File: src/rtl/dmem_arb_pkg.sv
// Shared types and default widths for the data-memory arbiter.
// Latency: n/a (declarations only).
// Backpressure: n/a.
package dmem_arb_pkg;

  // Lifecycle of one peripheral request.
  typedef enum logic [1:0] {
    IDLE   = 2'd0,
    PEND   = 2'd1,
    ISSUED = 2'd2
  } arb_state_t;

  localparam int DEF_ADDR_W = 12;
  localparam int DEF_DATA_W = 32;
  localparam int DEF_CNT_W  = 16;

endpackage

File: src/rtl/dmem_arb_stats.sv
// Saturating event-counter pair: peripheral grants and peripheral stall cycles.
// Latency: counts are visible the cycle after the event.
// Backpressure: none; counters saturate at all-ones instead of wrapping.
//
// Ports: clock, reset (sync, active-high), inc_grant / inc_stall event strobes,
//        stat_grants / stat_stall_cycles counter outputs.
module dmem_arb_stats
  import dmem_arb_pkg::*;
#(
  parameter int CNT_W = DEF_CNT_W
) (
  input  logic             clock,
  input  logic             reset,
  input  logic             inc_grant,
  input  logic             inc_stall,
  output logic [CNT_W-1:0] stat_grants,
  output logic [CNT_W-1:0] stat_stall_cycles
);

  localparam logic [CNT_W-1:0] CNT_MAX = '1;

  always_ff @(posedge clock) begin
    if (reset) begin
      stat_grants       <= '0;
      stat_stall_cycles <= '0;
    end else begin
      if (inc_grant && (stat_grants != CNT_MAX))
        stat_grants <= stat_grants + 1'b1;
      if (inc_stall && (stat_stall_cycles != CNT_MAX))
        stat_stall_cycles <= stat_stall_cycles + 1'b1;
    end
  end

endmodule

File: src/rtl/dmem_arbiter.sv
// Shares the single-port data RAM between the CPU (fixed priority, never stalled) and one peripheral.
// Latency: peripheral accept -> rsp_valid in 2 cycles minimum; CPU path is a direct RAM connection.
// Backpressure: p_req_ready only in IDLE (max 1 request per 3 cycles); starvation flagged, never forced.
//
// Ports: clock/reset (sync, active-high); cpu_access/cpu_wren/cpu_addr/cpu_wdata/cpu_q CPU side;
//        p_req_* valid/ready request channel, p_rsp_valid/p_rsp_data one-cycle response, starve flag;
//        ram_wen/ram_addr/ram_din/ram_dout RAM side.
// Build option DMEM_ARB_STATS_EN adds stat_grants and stat_stall_cycles outputs.
module dmem_arbiter
  import dmem_arb_pkg::*;
#(
  parameter int ADDR_W       = DEF_ADDR_W,
  parameter int DATA_W       = DEF_DATA_W,
  parameter int STARVE_LIMIT = 1024,
  parameter int CNT_W        = DEF_CNT_W
) (
  input  logic              clock,
  input  logic              reset,
  input  logic              cpu_access,
  input  logic              cpu_wren,
  input  logic [ADDR_W-1:0] cpu_addr,
  input  logic [DATA_W-1:0] cpu_wdata,
  output logic [DATA_W-1:0] cpu_q,
  input  logic              p_req_valid,
  output logic              p_req_ready,
  input  logic              p_req_we,
  input  logic [ADDR_W-1:0] p_req_addr,
  input  logic [DATA_W-1:0] p_req_wdata,
  output logic              p_rsp_valid,
  output logic [DATA_W-1:0] p_rsp_data,
  output logic              starve,
  output logic              ram_wen,
  output logic [ADDR_W-1:0] ram_addr,
  output logic [DATA_W-1:0] ram_din,
`ifdef DMEM_ARB_STATS_EN
  output logic [CNT_W-1:0]  stat_grants,
  output logic [CNT_W-1:0]  stat_stall_cycles,
`endif
  input  logic [DATA_W-1:0] ram_dout
);

  localparam logic [CNT_W-1:0] CNT_MAX = '1;
  localparam logic [CNT_W-1:0] LIMIT   = CNT_W'(STARVE_LIMIT);

  arb_state_t        state;
  logic              held_we;
  logic [ADDR_W-1:0] held_addr;
  logic [DATA_W-1:0] held_wdata;
  logic [CNT_W-1:0]  wait_cnt;
  logic [CNT_W-1:0]  wait_nxt;
  logic              slot_free;
  logic              issue;

  assign slot_free = !cpu_access && !cpu_wren;
  // Gated by reset so a request caught by reset in PEND never touches the RAM.
  assign issue     = (state == PEND) && slot_free && !reset;
  assign wait_nxt  = (wait_cnt == CNT_MAX) ? wait_cnt : wait_cnt + 1'b1;

  always_ff @(posedge clock) begin
    if (reset) begin
      state       <= IDLE;
      p_req_ready <= 1'b1;
      p_rsp_valid <= 1'b0;
      starve      <= 1'b0;
      wait_cnt    <= '0;
      held_we     <= 1'b0;
      held_addr   <= '0;
      held_wdata  <= '0;
    end else begin
      p_rsp_valid <= 1'b0;
      case (state)
        IDLE: begin
          if (p_req_valid && p_req_ready) begin
            held_we     <= p_req_we;
            held_addr   <= p_req_addr;
            held_wdata  <= p_req_wdata;
            wait_cnt    <= '0;
            p_req_ready <= 1'b0;
            state       <= PEND;
          end
        end
        PEND: begin
          if (slot_free) begin
            p_rsp_valid <= 1'b1;
            state       <= ISSUED;
          end else begin
            wait_cnt <= wait_nxt;
            if (wait_nxt >= LIMIT)
              starve <= 1'b1;
          end
        end
        ISSUED: begin
          p_req_ready <= 1'b1;
          starve      <= 1'b0;
          state       <= IDLE;
        end
        default: begin
          p_req_ready <= 1'b1;
          state       <= IDLE;
        end
      endcase
    end
  end

  // Read data arrives from the RAM in the ISSUED cycle, so it is passed straight through.
  assign p_rsp_data = ((state == ISSUED) && !held_we) ? ram_dout : '0;

  assign ram_addr = issue ? held_addr  : cpu_addr;
  assign ram_din  = issue ? held_wdata : cpu_wdata;
  assign ram_wen  = cpu_wren || (issue && held_we);
  assign cpu_q    = ram_dout;

`ifdef DMEM_ARB_STATS_EN
  logic stall;
  assign stall = (state == PEND) && !slot_free && !reset;

  dmem_arb_stats #(.CNT_W(CNT_W)) u_stats (
    .clock             (clock),
    .reset             (reset),
    .inc_grant         (issue),
    .inc_stall         (stall),
    .stat_grants       (stat_grants),
    .stat_stall_cycles (stat_stall_cycles)
  );
`endif

endmodule

File: config.mk
export PLATFORM = sky130hd
export DESIGN_NAME = dmem_arbiter
export DESIGN_NICKNAME = d
export VERILOG_FILES = /design/src/rtl/dmem_arb_pkg.sv /design/src/rtl/dmem_arb_stats.sv /design/src/rtl/dmem_arbiter.sv
export SDC_FILE = /design/constraint.sdc
export NUM_CORES = 1
export LEC_CHECK = 0
export ABC_CLOCK_PERIOD_IN_PS = 1990
export CAP_MARGIN = 20
export CORE_AREA = 2 2 108 110
export DETAILED_ROUTE_END_ITERATION = 10
export DIE_AREA = 0 0 110 112
export HOLD_SLACK_MARGIN = 0.05
export PLACE_DENSITY = 0.78
export SLEW_MARGIN = 20
export SYNTH_ARGS = -nofsm -noshare
export SYNTH_HDL_FRONTEND = slang
export SYNTH_SLANG_ARGS = --single-unit
File: constraint.sdc
create_clock -name clock -period 1.99 [get_ports clock]
set_clock_uncertainty 0.05 [all_clocks]
set_input_delay 0.398 -clock clock [delete_from_list [all_inputs] [get_ports clock]]
set_output_delay 0.398 -clock clock [all_outputs]
set_load 0.01 [all_outputs]
Word level (Yosys, flattened, before mapping). Cells that the tools add are included.

Flip-flop bits (word level): 66. Bits in latches: 0. Memory bits (writable): 0. ROM bits: 0. Bits of input ports: 126. Logic and storage cells: 54. Memories kept: 0.

Add/subtract/negate cells: 1. Multipliers: 0. Div/mod/pow operators: 0. Order comparisons: 1. Eq/ne operators: 7. Shifts and indexed selects: 0. Multiplexer cells: 16. Bitwise gates (word level): 1. Reductions and logical operators: 20.

Operators by type and width (count): $mux 32 (2); $mux 16 (3); $pmux 16 s2 (1); $add 16x1->16 const B (1); $eq 16x16->1 const B (1); $ge 16x11->1 const B (1); $mux 12 (1); $logic_and 1x1->1 (6); $ne 2x2->1 const B (3); $reduce_and 2->1 (3); $reduce_and 3->1 (2); $logic_not 1->1 (4); $mux 1 (4); $mux 2 (2); $pmux 1 s2 (2); $pmux 2 s2 (1); $reduce_bool 2->1 (2); $eq 2x1->1 const B (1); $eq 2x2->1 const B (1); $logic_not 2->1 (1); $ne 2x1->1 const B (1); $reduce_or 2->1 (1); $logic_or 1x1->1 (1); $not 1->1 (1).

Longest topological paths before layout. Gate-level depths: netlist of the first run.

Word-level depth: 6. Mapped depth: 7.

Worst setup path after synthesis of the first run. OpenSTA, ideal clock, no wires.

Path kind: input to output. Start: in reset. End: out ram_addr[10]. Arrival: 1.620 ns. Path slack: -0.078 ns. Cell stages on the path: 4. Path through: clkbuf_8 -> nor4_4 -> buf_2 -> mux2_1.

Word-level cells in the longest chain between the ends: 3.

RTL lines: start: declaration (RTL line dmem_arbiter.sv:18) `input logic reset,`; $logic_not 1->1 (RTL line dmem_arbiter.sv:56) `assign issue = (state == PEND) && slot_free && !reset;`; $logic_and 1x1->1 (RTL line dmem_arbiter.sv:56); $mux 12 (RTL line dmem_arbiter.sv:108) `assign ram_addr = issue ? held_addr : cpu_addr;`; end: declaration (RTL line dmem_arbiter.sv:33) `output logic [ADDR_W-1:0] ram_addr,`.

Every way passes these cells.

Worst setup path in the final report of the first run.
Start: reg state[1]. End: out ram_addr[10].

Word-level cells in the longest chain between the ends: 4.

RTL lines: start: declaration (RTL line dmem_arbiter.sv:45) `arb_state_t state;`; start signal: assignment (RTL line dmem_arbiter.sv:61) `state <= IDLE;`; start signal: assignment (RTL line dmem_arbiter.sv:79) `state <= PEND;`; start signal: assignment (RTL line dmem_arbiter.sv:85) `state <= ISSUED;`; $eq 2x1->1 (RTL line dmem_arbiter.sv:56); $logic_and 1x1->1 (2 in a row) (RTL line dmem_arbiter.sv:56); $mux 12 (RTL line dmem_arbiter.sv:108).

Every way passes these cells.

==> impl_metrics.json, run 1 <==
{
  "path_clk_slew_ps": 60,
  "multi_input_area_um2": 2230,
  "worstReg2RegStart": "wait_cnt[1]",
  "fmax_mhz": 425,
  "timing.reg2reg.setup_slack_ps": 80,
  "overflow": 0,
  "min_period_over_period_pct": 118,
  "fin_crit_ps": 2350,
  "cpPeakStageDelay_ps": 320,
  "ys_types": 52,
  "postPlaceCellArea_um2": 6170,
  "ys_warn_count": 0,
  "worst_ep_arrival_time_ps": 1900,
  "antenna_found_initial": 0,
  "area_growth_pct": 86.2,
  "cp_common_cell": "buf_6",
  "relSlewSlack_pct": 55.9,
  "setup_viol": 70,
  "hold_buffers": 0,
  "ant_nets": 0,
  "drt-total-wl_um": 14800,
  "initial_utilization_pct": 33.5,
  "required_ps": 1540,
  "crit_end": "ram_addr[10]",
  "synth_area_um2": 3740,
  "cts_htree_levels": 3,
  "crit_start": "state[1]",
  "power_mw": 4.05,
  "cts_tree": "built",
  "io_pins": 238,
  "switchingPower_mw": 1.01,
  "run_status": "finished, violations left",
  "vias": 4149,
  "synth_seq_area_share_pct": 35.3,
  "netlist_instances": 447,
  "worstMarginPinSlew_ps": 662,
  "irDropWorstVdd_uv": 411,
  "routedWlPerCell_um": 17.7,
  "cts-root-buf": "clkbuf_16",
  "post_synth.cell_area_avg_um2": 8.38,
  "cp_max_fo": 5,
  "reg2reg_to": "wait_cnt[7]",
  "firstDrtPassIters": 6,
  "clockPowerShare_pct": 41.8,
  "post-route-cell-area_um2": 6970,
  "core_um2": 11200,
  "fillCellCount": 914,
  "violations": "setup timing",
  "dieArea_um2": 12300,
  "clockBufferDepth": 2,
  "layout-drive-gt1-share_pct": 35.3,
  "hold_path.class": "reg -> reg",
  "grtUsageTotal_pct": 22.1,
  "swShare_pct": 24.8,
  "finalWorstSetupSlack_ps": -361,
  "chipWidth_um": 110,
  "grt_pass1_vias": 3999,
  "finalHoldViolCount": 0,
  "worstPathCellList": "nand2b_4 -> nor4_4 -> buf_4 -> buf_12 -> buf_16 -> buf_6 -> mux2_4 -> buf_6",
  "start_kind": "flip-flop",
  "clk_latency_ps": 320,
  "cap_violations": 0,
  "grt_pass1_wl_um": 20900,
  "port_buffers": 237,
  "routed_via_density": 4.95,
  "regArea_um2": 1320,
  "syn-num-nets": 574,
  "gp_congestion": 0.860,
  "cts_num_sinks": 66,
  "crit_path_end_kind": "primary output",
  "nNetsFinal": 818,
  "dp_hpwl_um": 9790,
  "dr.first_iter.drc_count": 250,
  "p_comb_share_pct": 22.8,
  "cts_buffers": 9,
  "power_density_nw_per_um2": 581,
  "p_int_mw": 3.05,
  "ys_ff_latch": 66,
  "rr_worst_depth": 6,
  "rows": 39,
  "remaining_drc_errors": 0,
  "die_y_um": 112,
  "slowest_stage": "dfxtp_2",
  "tns_ps": -14670,
  "antennaDiodeCount": 0,
  "p_leak_nw": 2.86,
  "pwr-share-seq_pct": 35.4,
  "rsz0062_at_grt": "true",
  "grt_max_degree": 63,
  "critPathKind": "reg -> out",
  "slew_violations": 0
}
==> metal layers <==
layer  global-route usage [%]  share of wire, %
met5                        0                 0
met4                     6.92               1.8
met3                     4.68               8.0
met2                     40.1                52
met1                     25.4                38
==> per-stage QoR <==
step	utilization [%]	std cells	hold WS [ps]	setup slack, ps
floorplan	-	447	383	-77.8
global placement	55.2	800	391	-821
detailed placement	55.2	800	397	-838
CTS	60.1	832	406	-544
global route	62.4	839	425	-423
finish	62.4	839	404	-361
==> what timing repair did <==
item,4_1_cts,5_1_grt
setup buffers,10,7
setup endpoints to repair,83,87
cloned,6,2
pin swaps,2,17
gates resized for setup,263,171
==> state kept, by name, summed over array words and instances, names as in the netlist <==
| name | flops |
|---|---|
| held_we | 1 |
| starve | 1 |
| wait_cnt | 16 |
| held_wdata | 32 |
| p_req_ready | 1 |
| p_rsp_valid | 1 |
| held_addr | 12 |
| state | 2 |
==> cells in the final DEF, fill, tap and decap left out, types with 4 or more instances in the layout <==
master | Yosys | layout
clkbuf_16 | 0 | 10
clkdlybuf4s50_1 | 0 | 155
dfxtp_1 | 66 | 64
and2_4 | 0 | 30
nand3_1 | 10 | 10
buf_12 | 0 | 4
a21oi_1 | 51 | 51
nor2_1 | 16 | 16
nand2_1 | 103 | 103
buf_6 | 4 | 69
clkbuf_2 | 0 | 21
o21ai_0 | 6 | 6
mux2_4 | 0 | 24
mux2_2 | 45 | 23
nor3_1 | 7 | 7
buf_4 | 32 | 33
==> cell type report <==
type | count | share of cell area, %
Clock buffer | 10 | 3.28
Clock inverter | 6 | 1.27
Inverter | 1 | 0.0538
Multi-Input combinational cell | 321 | 32.0
Sequential cell | 66 | 19.0
Tap cell | 143 | 2.57
Timing Repair Buffer | 292 | 41.8
==> power by group through the flow <==
stage | clock network [mW] | logic [mW] | registers [mW]
floorplan | 0 | 0.370 | 1.45
global placement | 0 | 0.857 | 1.46
detailed placement | 0 | 0.866 | 1.46
CTS | 1.73 | 0.882 | 1.43
global route | 1.80 | 0.985 | 1.44
finish | 1.69 | 0.925 | 1.44
==> critical path: cells and delay by family (launching register included) <==
kind / cells / cell delay [ps]
flops: 1 / 320
buf+inv: 5 / 670
mux: 1 / 300
simple gates: 2 / 300
==> worst min path at each step <==
| stage | from | to | slack, ps | cells after the start |
|---|---|---|---|---|
| finish | held_wdata[24] | held_wdata[24] | 400 | 2 |
| global route | cpu_wren | state[1] | 420 | 3 |
| CTS | held_wdata[9] | held_wdata[9] | 410 | 2 |
| detailed placement | held_wdata[9] | held_wdata[9] | 400 | 2 |
| global placement | held_wdata[11] | held_wdata[11] | 390 | 2 |
| floorplan | held_addr[0] | held_addr[0] | 380 | 2 |
==> logic make-up (layout without fill, tap and decap cells) <==
group	count (synthesis)	after routing	share of synthesized area (%)
DFF	66	66	35.3
muxes	52	52	15.6
AOI/OAI and AO/OA	66	66	9.39
adders and majority gates	1	1	0.334
and+or+nand+nor	198	198	27.8
xor gates and xnor gates	4	4	0.936
buffers and inverters	60	309	10.7
==> cells in the mapped netlist (all sizes together) <==
library cell	instances	area, um^2
a211o	1	8.76
a211oi	1	7.51
a21o	1	7.51
a21oi	52	264
a31oi	2	12.5
and2	32	200
and3	1	6.26
and4	2	18.8
and4b	1	10.0
buf	45	328
clkbuf	13	58.8
dfxtp	66	1320
dlygate4sd1	1	8.76
ha	1	12.5
inv	1	3.75
mux2	50	563
mux2i	2	20.0
nand2	103	387
nand2b	3	33.8
nand3	10	50.1
nand4	4	46.3
nand4b	2	17.5
nor2	17	71.3
nor2b	1	6.26
nor3	7	35.0
nor3b	2	20.0
nor4	6	82.6
nor4b	1	8.76
o21ai	7	35.0
o31ai	1	7.51
o41ai	1	8.76
or2	1	6.26
or3	2	12.5
or3b	1	8.76
or4	1	11.3
or4b	1	10.0
xnor2	1	8.76
xor2	3	26.3
No activity file was read; power rests on OpenSTA's default activity.
==> run 2, diff against run 1 <==
Settings changed: ABC_CLOCK_PERIOD_IN_PS 1990 to 1900, CTS_BUF_LIST from default to sky130_fd_sc_hd__clkbuf_16, MAX_ROUTING_LAYER from default to met4.
Clock period 1.99 ns to 1.9 ns, I/O delays scaled along.
==> run 2 against run 1 <==
Effect of this change: sequential share of layout area is 1.1 points lower; sequential power grew 5%; non-clock buffer count increased by 12; worst hold slack got worse by 7.8 ps; die area unchanged; the run still ends with setup timing left; highest routed layer unchanged; largest power group unchanged; worst setup slack got worse by 42 ps; cell area rose by 6.4%; flip-flop and latch count is the same; routed wire length is 4.0% higher; critical path depth down 1.
==> impl_metrics.json, run 2 (same netlist as run 1, synthesis figures left out) <==
{
  "run_status": "finished, violations left",
  "violations": "setup timing",
  "worstHoldStart": "cpu_wren",
  "finalWorstSetupSlack_ps": -402,
  "power_density_nw_per_um2": 577,
  "slew_violations": 0,
  "fmax_mhz": 434,
  "worst_ep_arrival_time_ps": 1870,
  "slowest_stage": "dfxtp_2",
  "routed_via_density": 4.93,
  "chipWidth_um": 110,
  "ant_nets": 0,
  "nNetsFinal": 830,
  "layout_common_cells": "clkdlybuf4s50_1 (150), nand2_1 (103), buf_6 (90)",
  "cts_tree": "built",
  "path_clk_slew_ps": 50,
  "remaining_drc_errors": 0,
  "hold_buffers": 0,
  "core_um2": 11200,
  "largest_registers": "held_wdata: 32 flops, wait_cnt: 16 flops, held_addr: 12 flops",
  "start_kind": "flip-flop",
  "cap_violations": 0,
  "hold_path.class": "in -> reg",
  "finalHoldViolCount": 0,
  "cp_top_family": "buffers and inverters",
  "routedWlPerCell_um": 18.1,
  "port_buffers": 237,
  "clk_latency_ps": 320,
  "cts_num_sinks": 66,
  "worstPathCellList": "nand2b_4 -> nor4_4 -> buf_6 -> buf_12 -> buf_12 -> mux2_4 -> buf_6",
  "largest_reg_flops": 32,
  "area_growth_pct": 98.1,
  "cts_buffers": 9,
  "layout_commonest_cell": "clkdlybuf4s50_1",
  "grt_pass1_vias": 4411,
  "p_leak_nw": 3.10,
  "largest-register": "held_wdata",
  "hold_slack_ps": 396,
  "worstMarginPinSlew_ps": 673,
  "initial_utilization_pct": 33.5,
  "vias": 4199,
  "dr.first_iter.drc_count": 236,
  "gp_congestion": 0.841,
  "crit_start": "state[1]",
  "fin_util_pct": 66.4,
  "cpPeakStageDelay_ps": 320,
  "io_pins": 238,
  "worst-path-buf-inv": 4,
  "rows": 39,
  "rsz0062_at_grt": "true",
  "grt_pass1_wl_um": 22300,
  "cts_htree_levels": 3,
  "cts-root-buf": "clkbuf_16",
  "firstDrtPassIters": 4,
  "antenna_found_initial": 0,
  "min_period_over_period_pct": 121,
  "fin_crit_ps": 2300,
  "die_y_um": 112,
  "relSlewSlack_pct": 55.1,
  "dieArea_um2": 12300,
  "critPathKind": "reg -> out",
  "post-route-cell-area_um2": 7420,
  "setup_viol": 74,
  "clockBufferDepth": 2,
  "power_mw": 4.28,
  "required_ps": 1470,
  "worstReg2RegStart": "state[1]",
  "grt_max_degree": 63,
  "grtUsageTotal_pct": 24.3,
  "crit_path_end_kind": "primary output",
  "drt-total-wl_um": 15400,
  "layout-drive-gt1-share_pct": 37.9,
  "overflow": 0,
  "postPlaceCellArea_um2": 6240,
  "cp_max_fo": 3,
  "fillCellCount": 848,
  "antennaDiodeCount": 0,
  "irDropWorstVdd_uv": 410,
  "dp_hpwl_um": 9780
}
-- run 2: cell count changes in the layout (fill, tap and decap cells not counted), sizes merged --
cell | before | now
clkinvlp | 2 | 1
dlygate4sd2 | 1 | 3
dlymetal6s2s | 1 | 6
clkinv | 1 | 3
clkdlybuf4s50 | 155 | 150
clkbuf | 32 | 15
clkdlybuf4s15 | 1 | 0
buf | 112 | 139
-- run 2: repair_timing --
item / 4_1_cts / 5_1_grt
pin swaps: 12 / 15
gates resized for setup: 355 / 156
cloned: 7 / 1
endpoints found under the setup margin: 89 / 94
buffers inserted: 18 / 13
-- run 2: final timing paths --
check	end	slack, ps	cells past startpoint
hold reg to reg	held_wdata[11]	400	2
setup reg to reg	wait_cnt[10]	40	8
setup / recovery	ram_addr[8]	-400	7
hold / removal	state[1]	400	3
-- run 2: worst register-to-register path, stage by stage, from the launching register on --
cell,delay [ps]
dfxtp_2,320
nand2b_4,140
buf_4,130
buf_4,130
or2_4,280
buf_4,160
nor3_1,250
mux2i_1,230
nor2_1,50
-- run 2: area by class of cell --
class                           instances  area [um^2]  area share [%]
Clock buffer                            9          225            3.04
Clock inverter                          7         85.1            1.15
Timing Repair Buffer                  304         3250            43.8
Tap cell                              143          179            2.41
Sequential cell                        66         1330            17.9
Multi-Input combinational cell        321         2350            31.7
Inverter                                1         3.75          0.0506
-- run 2: routing by layer --
layer  GRT usage [%]  routed length (um)  vias to the layer above
met1            25.4                5810                     1981
li1                -                   -                     1999
met4            6.92                 209                        0
met5               -                   0                        -
met3            4.39                1010                       14
met2            45.4                8380                      205
-- run 2: power by group --
group	internal, mW	total [mW]	leakage (nW)	switching, mW
Combinational	0.645	1.05	2.40	0.406
Sequential	1.46	1.51	0.542	0.0458
Clock	1.13	1.72	0.154	0.589
-- run 2: stage by stage --
stage	setup TNS, ps	worst slack [ps]	instances
after floorplan	-4800	-132	447
after global placement	-58470	-892	803
after detailed placement	-61840	-934	803
after CTS	-31880	-643	844
after global routing	-23630	-455	851
final	-19160	-402	851
==> run 3, diff against run 2 <==
Settings changed: PLACE_DENSITY 0.78 to 0.77.
==> run 3 against run 2 <==
Effect of this change: the run still ends with setup timing left; routed wire length rose by 2.1%; combinational power barely moved; worst setup slack got worse by 23 ps; sequential power barely moved; sequential share of layout area rose by 0.088 points; non-clock buffer count rose by 1; utilization fell by 0.32 points; critical endpoint is now ram_din[3]; power rose by 1.2%; largest cell class unchanged; clock power rose by 3%; via count fell by 0.71%; die area did not move; global-route usage rose by 0.41 points.
==> impl_metrics.json, run 3 (same netlist as run 1, synthesis figures left out) <==
{
  "run_status": "finished, violations left",
  "violations": "setup timing",
  "io_pins": 238,
  "grt_pass1_vias": 4313,
  "antennaDiodeCount": 0,
  "finalHoldViolCount": 0,
  "cts_buffers": 9,
  "power_density_nw_per_um2": 587,
  "path_clk_slew_ps": 60,
  "dp_hpwl_um": 10200,
  "fin_util_pct": 66.1,
  "cp_max_fo": 4,
  "area_growth_pct": 97.1,
  "drt-total-wl_um": 15700,
  "clk_latency_ps": 330,
  "grtUsageTotal_pct": 24.7,
  "p_leak_nw": 3.09,
  "firstDrtPassIters": 4,
  "routedWlPerCell_um": 18.5,
  "hold_path.class": "in -> reg",
  "setup_viol": 77,
  "required_ps": 1470,
  "gp_congestion": 0.800,
  "cts_num_sinks": 66,
  "worstMarginPinSlew_ps": 678,
  "rows": 39,
  "layout-drive-gt1-share_pct": 37.4,
  "clockBufferDepth": 2,
  "port_buffers": 237,
  "hold_slack_ps": 374,
  "worstPathCellList": "nand2b_4 -> nor4_4 -> buf_4 -> buf_6 -> buf_12 -> buf_12 -> mux2_4 -> buf_6",
  "dieArea_um2": 12300,
  "min_period_over_period_pct": 122,
  "core_um2": 11200,
  "layout_common_cells": "clkdlybuf4s50_1 (148), nand2_1 (103), buf_6 (83)",
  "cpPeakStageDelay_ps": 320,
  "finalWorstSetupSlack_ps": -426,
  "chipWidth_um": 110,
  "layout_commonest_cell": "clkdlybuf4s50_1",
  "largest_reg_flops": 32,
  "die_y_um": 112,
  "cts_htree_levels": 3,
  "fmax_mhz": 430,
  "cts_tree": "built",
  "nNetsFinal": 831,
  "fin_crit_ps": 2330,
  "irDropWorstVdd_uv": 314,
  "grt_max_degree": 63,
  "largest-register": "held_wdata",
  "dr.first_iter.drc_count": 276,
  "slowest_stage": "dfxtp_2",
  "largest_registers": "held_wdata: 32 flops, wait_cnt: 16 flops, held_addr: 12 flops",
  "slew_violations": 0,
  "crit_path_end_kind": "primary output",
  "hold_buffers": 0,
  "vias": 4169,
  "initial_utilization_pct": 33.5,
  "rsz0062_at_grt": "true",
  "start_kind": "flip-flop",
  "grt_pass1_wl_um": 22600,
  "cts-root-buf": "clkbuf_16",
  "critPathKind": "reg -> out",
  "cp_top_family": "buffers and inverters",
  "tns_ps": -19440,
  "overflow": 0,
  "remaining_drc_errors": 0,
  "cap_violations": 0,
  "routed_via_density": 4.89,
  "ant_nets": 0,
  "worst-path-buf-inv": 5,
  "antenna_found_initial": 0,
  "worst_ep_arrival_time_ps": 1900,
  "relSlewSlack_pct": 54.8
}
run 3: changes by cell type in the layout (fill, tap and decap cells not counted), sizes merged:
cell,previous run,this run
dlygate4sd2,3,7
clkdlybuf4s50,150,148
clkinv,3,2
clkbuf,15,12
clkinvlp,1,2
buf,139,143
dlymetal6s2s,6,4
run 3: worst paths after layout:
path / startpoint / endpoint / slack (ps) / cells past startpoint
hold reg to reg: held_wdata[10] / held_wdata[10] / 410 / 2
setup reg to reg: wait_cnt[1] / wait_cnt[7] / 60 / 6
hold / removal: cpu_wren / state[1] / 370 / 3
setup / recovery: state[1] / ram_din[3] / -430 / 8
run 3: timing repair:
| item | in CTS | in global routing |
|---|---|---|
| setup buffers | 11 | 11 |
| pin swaps | 4 | 18 |
| endpoints found under the setup margin | 91 | 88 |
| gates cloned | 6 | 4 |
| resized for setup | 373 | 128 |
run 3: where the power goes:
| group | total, mW | leakage (nW) | switching [mW] | internal [mW] |
|---|---|---|---|---|
| Clock | 1.78 | 0.149 | 0.638 | 1.15 |
| Combinational | 1.04 | 2.40 | 0.401 | 0.641 |
| Sequential | 1.51 | 0.541 | 0.0474 | 1.46 |
run 3: tightest hold or removal path, stage by stage:
cell and delay, ps:
dlymetal6s2s_1 150, buf_4 150, nor4_1 50
run 3: layout make-up:
cell class,instances,area [um^2]
flip-flops and latches,66,1330
fillers,869,3790
inverters,1,3.75
multi-input cells,321,2330
clock inverters,7,92.6
well taps,143,179
repair buffers,305,3220
clock buffers,9,225
run 3: per-layer routing:
layer  share of wire (%)  global-route usage [%]  wire length (um)  vias to the layer above
met5                   0                       -                 0                        -
li1                    -                       -                 -                     2006
met4                 1.9                    7.93               301                        0
met1                  39                    27.5              6060                     1960
met2                  53                    44.0              8380                      183
met3                 6.3                    4.16               991                       20
run 3: through the flow:
stage	cell area [um^2]	total power [mW]	std cells	worst slack (ps)
after floorplan	3760	1.91	447	-132
after global placement	6260	2.44	807	-860
after detailed placement	6260	2.46	807	-906
after CTS	7080	4.31	840	-580
after global routing	7380	4.48	852	-506
final	7380	4.33	852	-426
==> patch 1 (config.mk and constraints of run 1) <==
Build with the macro `DMEM_ARB_STATS_EN` defined.
--- a/src/rtl/dmem_arbiter.sv
+++ b/src/rtl/dmem_arbiter.sv
@@ -6,6 +6,8 @@
 //        p_req_* valid/ready request channel, p_rsp_valid/p_rsp_data one-cycle response, starve flag;
 //        ram_wen/ram_addr/ram_din/ram_dout RAM side.
 // Build option DMEM_ARB_STATS_EN adds stat_grants and stat_stall_cycles outputs.
+`define DMEM_ARB_STATS_EN
+
 module dmem_arbiter
   import dmem_arb_pkg::*;
 #(
Function (old outputs only; new: stat_grants and stat_stall_cycles): kept (equiv_simple and equiv_induct, registers matched by name and starting in step).
==> patch 1 against run 1 <==
The flow still finishes with violations (setup timing); power grew 30%; non-clock buffer count rose by 99; synthesized area rose by 39%; sequential cell count increased by 32; setup slack lost 0.29 ns; wire length is 91% higher; clock power increased by 15%; sequential share of layout area is essentially flat; worst hold slack improved by 0.013 ns; cell area grew 48%; via count increased by 76%; register-to-register slack lost 0.35 ns; synthesized cell count grew 62%; critical endpoint is now ram_din[3]; largest power group is now registers.
==> patch 1: results (changes against run 1) <==
timing:
  finalWorstSetupSlack_ns: -0.651  # -0.290 ns
  setup_viol: 113  # +61%
  fin_tns_setup_ns: -33.52  # -18.85 ns
  hold_ws_ns: 0.417  # +0.0130 ns
  worst_pin_slew_ns: 0.879  # +0.217 ns
detailed_routing:
  wl_per_cell_um: 23.5  # +33%
  first_iter_violations: 764  # +210%
  wl_met2_um: 14000  # +83%
  vias: 7311  # +76%
  routedLengthMet1_um: 9250  # +62%
final_layout:
  layout-drive-gt1-share_pct: 38.1  # +2.7 points
  layout.cells.non_filler: 1205  # +44%
  fillCellCount: 395  # -57%
  register_area_um2: 1970  # +48%
placement:
  dpl.cell_count: 1132  # +42%
  io_buffer_count: 269  # +14%
  placed_area_um2: 8380  # +36%
  dp_hpwl_um: 14300  # +46%
  place_ws_ns: -1.16  # -0.320 ns
  gp_congestion: 0.893  # +3.8%
status:
  violations: "setup timing"
  status: "finished with violations"
worst_hold_path:
  min_path_cells: 2  # unchanged
  holdCritStartpoint: "held_wdata[30]"
  min_delay_worst_endpoint: "held_wdata[30]"
worst_setup_path:
  cpPeakStageDelay_ns: 0.47  # +0.15 ns
  path_delay_family: "simple AND/OR/NAND/NOR gates"
  reg2reg_to: "u_stats.stat_grants[15]"
  crit_path_end: "ram_din[3]"
  slowest_stage: "or4b_4"
  worstPathArrival_ns: 2.19  # +0.29 ns
  reg2reg_depth: 7  # +1
  rr_startpoint: "state[0]"
  cp_max_fo: 6  # +1
  reg2reg_setup_slack_ns: -0.27  # -0.35 ns
power_and_ir_drop:
  peakVddDrop_mv: 0.497  # +21%
  p_leak_nw: 4.29  # +50%
yosys:
  ys_seq_area_share_pct: 37.8  # +2.5 points
  synth_nets: 853  # +49%
  synth_adder_area_share_pct: 0.723  # +0.39 points
  synth_area_leaders: "dfxtp_1 38%, nand2_1 18%, a21oi_1 5.5%, buf_4 4.6%, and2_1 4.3%"
  synth_mux_area_share_pct: 2.07  # -13 points
  synth_compound_area_share_pct: 11.0  # +1.6 points
  syn-instance-count: 724  # +62%
  synth_common_cells: "243 x nand2_1, 98 x dfxtp_1, 57 x a21oi_1"
  async_flop_share_pct: 0  # unchanged
  synthXorXnorAreaFrac_pct: 3.88  # +2.9 points
  synth_cell_types: 50  # -3.8%
global_route:
  grt_pass1_vias: 6337  # +58%
  track_usage_pct: 33.9  # +12 points
  grt_max_degree: 75  # +19%
  grt_pass1_wl_um: 32500  # +55%
  antenna_found_initial: 2  # +2
clock_network:
  insertion_delay_ns: 0.36  # +0.04 ns
  cts-root-buf: "clkbuf_16"
==> patch 1: power breakdown <==
group	internal (mW)	switching, mW
combinational	0.658	0.559
sequential	2.04	0.0701
clock	1.14	0.805
==> patch 1: metal layers <==
metal / GRT usage [%] / vias up
met1: 37.5 / 3447
li1: - / 3073
met4: 12.5 / 0
met5: 0 / -
met3: 8.31 / 197
met2: 61.6 / 594
==> patch 1: what timing repair did <==
action	in CTS	in global routing
resized for setup	461	165
pin swaps	44	66
cloned	9	1
hold buffers	0	0
buffers inserted	25	28
setup endpoints to repair	105	125
==> patch 1: cell type report <==
type	instances	share of cell area, %
clock buffer	11	2.35
clock inverter	5	0.824
multi-input combinational	550	35.8
sequential	98	19.0
antenna	1	0.0242
timing repair inverter	1	0.0606
tap	143	1.73
inverter	5	0.303
timing repair buffer	391	39.9
==> patch 1: worst register-to-register path, delay by kind of cell (launching register included) <==
kind | cells | cell delay, ns
buf+inv | 2 | 0.27
flops | 1 | 0.35
simple gates | 4 | 1.27
xor+xnor | 1 | 0.17
==> patch 2 (config.mk and constraints of run 1) <==
Without the edit above. The 3 states of `arb_state_t` get a one-hot encoding in 3 bits.
--- a/src/rtl/dmem_arb_pkg.sv
+++ b/src/rtl/dmem_arb_pkg.sv
@@ -4,10 +4,10 @@
 package dmem_arb_pkg;
 
   // Lifecycle of one peripheral request.
-  typedef enum logic [1:0] {
-    IDLE   = 2'd0,
-    PEND   = 2'd1,
-    ISSUED = 2'd2
+  typedef enum logic [2:0] {
+    IDLE   = 3'b001,
+    PEND   = 3'b010,
+    ISSUED = 3'b100
   } arb_state_t;
 
   localparam int DEF_ADDR_W = 12;
Check against the original RTL: no difference found for any inputs over 10 cycles, from zero or initial values and one cycle with reset high; not proved beyond that.
==> patch 2 against run 1 <==
The run still ends with setup timing left; power decreased by 4.7%; cell area increased by 1.6%; combinational power decreased by 10%; sequential share of layout area about the same; setup slack improved by 0.21 ns; wire length increased by 6.6%; die area unchanged; synthesized area increased by 1.7%; sequential cell count increased by 1.
==> patch 2: results (changes against run 1) <==
status:
  status: "finished with violations"
  violations: "setup timing"
detailed_routing:
  vias: 4733  # +14%
  first_pass_iters: 5  # -1
  totalWireLength_um: 15800  # +6.6%
  first_iter_violations: 416  # +66%
  vias_per_cell: 5.05  # +2.0%
placement:
  dpl.cell_count: 896  # +12%
  place_ws_ns: -0.585  # +0.253 ns
  dp_hpwl_um: 10100  # +3.0%
  placed_area_um2: 6250  # +1.3%
  gp_congestion: 0.841  # -2.3%
clock_network:
  clockBufferDepth: 2  # unchanged
  cts.clk_slew.worst_paths_ns: 0.05
  h-tree-depth: 3  # unchanged
  cts-root-buf: "clkbuf_16"
  numCtsBuffers: 9  # unchanged
  insertion_delay_ns: 0.32  # about the same
timing:
  slew_headroom_pct: 57.7  # +1.8 points
  fin_tns_setup_ns: -4.67  # +10.01 ns
  setup_viol: 59  # -16%
  finalWorstSetupSlack_ns: -0.150  # +0.211 ns
yosys:
  ys_warn_count: 0  # unchanged
  synth_cell_types: 50  # -3.8%
  ys_seq_area_share_pct: 35.2  # -0.077 points
  synth_nets: 683  # +19%
  synth_common_cells: "235 x nand2_1, 67 x dfxtp_1, 53 x a21oi_1"
  async_flop_share_pct: 0  # unchanged
  synth_area_leaders: "dfxtp_1 35%, nand2_1 23%, a21oi_1 7.0%, buf_4 6.3%, and2_1 5.3%"
  syn-instance-count: 556  # +24%
  synth_flop_cell: "dfxtp_1"
global_route:
  antenna_found_initial: 1  # +1
  grt_pass1_wl_um: 23500  # +13%
  track_usage_pct: 24.4  # +2.2 points
  grt_max_degree: 60  # -4.8%
final_layout:
  layout-drive-gt1-share_pct: 30.5  # -4.9 points
  largestRegisters: "held_wdata (32), wait_cnt (16), held_addr (12)"
  fin_nets: 917  # +12%
power_and_ir_drop:
  p_seq_mw: 1.49  # +3%
  p_per_area_nw_per_um2: 545  # -6.2%
  comb_power_share_pct: 21.4  # -1.4 points
  p_leak_nw: 3.28  # +15%
  peakVddDrop_mv: 0.411  # about the same
  p_int_mw: 2.88  # -5.4%
worst_hold_path:
  hold_path_class: "reg -> reg"
worst_setup_path:
  worstPathArrival_ns: 1.69  # -0.21 ns
  path_delay_family: "buffers and inverters"
  cp_max_fo: 6  # +1
  slowest_stage: "dfxtp_4"
  cpPeakStageDelay_ns: 0.34  # +0.02 ns
==> patch 2: cell types whose count changed in the layout (fill, tap and decap cells not counted), sizes merged, moves of 4 or more <==
cell	change
mux2	-49
nand2b	+4
buf	+20
dlygate4sd2	+4
nand2	+132
or2	+4
clkbuf	-22
nor2	-11
clkinv	+4
==> patch 2: cell families after synthesis <==
group | synth area share [%]
xor gates and xnor gates | 0.919
and+or+nand+nor | 38.8
adders and majority gates | 0.328
AOI/OAI and AO/OA | 13.6
buffers and inverters | 10.6
DFF | 35.2
muxes | 0.558
==> patch 2: final cells by class <==
class / count / area (um2)
fill: 890 / 4090
sequential: 67 / 1350
inverter: 5 / 23.8
clock buffer: 10 / 239
tap: 143 / 179
multi-input combinational: 417 / 2380
antenna: 1 / 2.50
clock inverter: 5 / 53.8
timing repair buffer: 290 / 2860
==> patch 2: final timing paths <==
check,from,slack [ns],cells past startpoint,to
setup / recovery,state[0],-0.15,9,ram_addr[6]
hold / removal,held_wdata[6],0.41,2,held_wdata[6]
setup reg to reg,wait_cnt[1],0.14,5,wait_cnt[14]
hold reg to reg,held_wdata[6],0.41,2,held_wdata[6]
==> patch 2: what timing repair did <==
action | in CTS | in global routing
buffers inserted | 14 | 4
endpoints found under the setup margin | 82 | 87
hold buffers | 0 | 0
cloned | 11 | 0
gates resized for setup | 378 | 92
pin swaps | 35 | 25
==> patch 2: routing by layer <==
layer  global-route usage (%)  up-vias  wire length, um
met2                     43.8      238             8100
met1                     28.4     2204             6010
li1                         -     2260                -
met5                        0        -                0
met3                     4.51       31             1310
met4                     8.19        0              371
==> patch 2: tightest hold or removal path: stages (launching register included) <==
cell and delay (ns):
dfxtp_1 0.31, nand2_1 0.05, a21oi_1 0.05
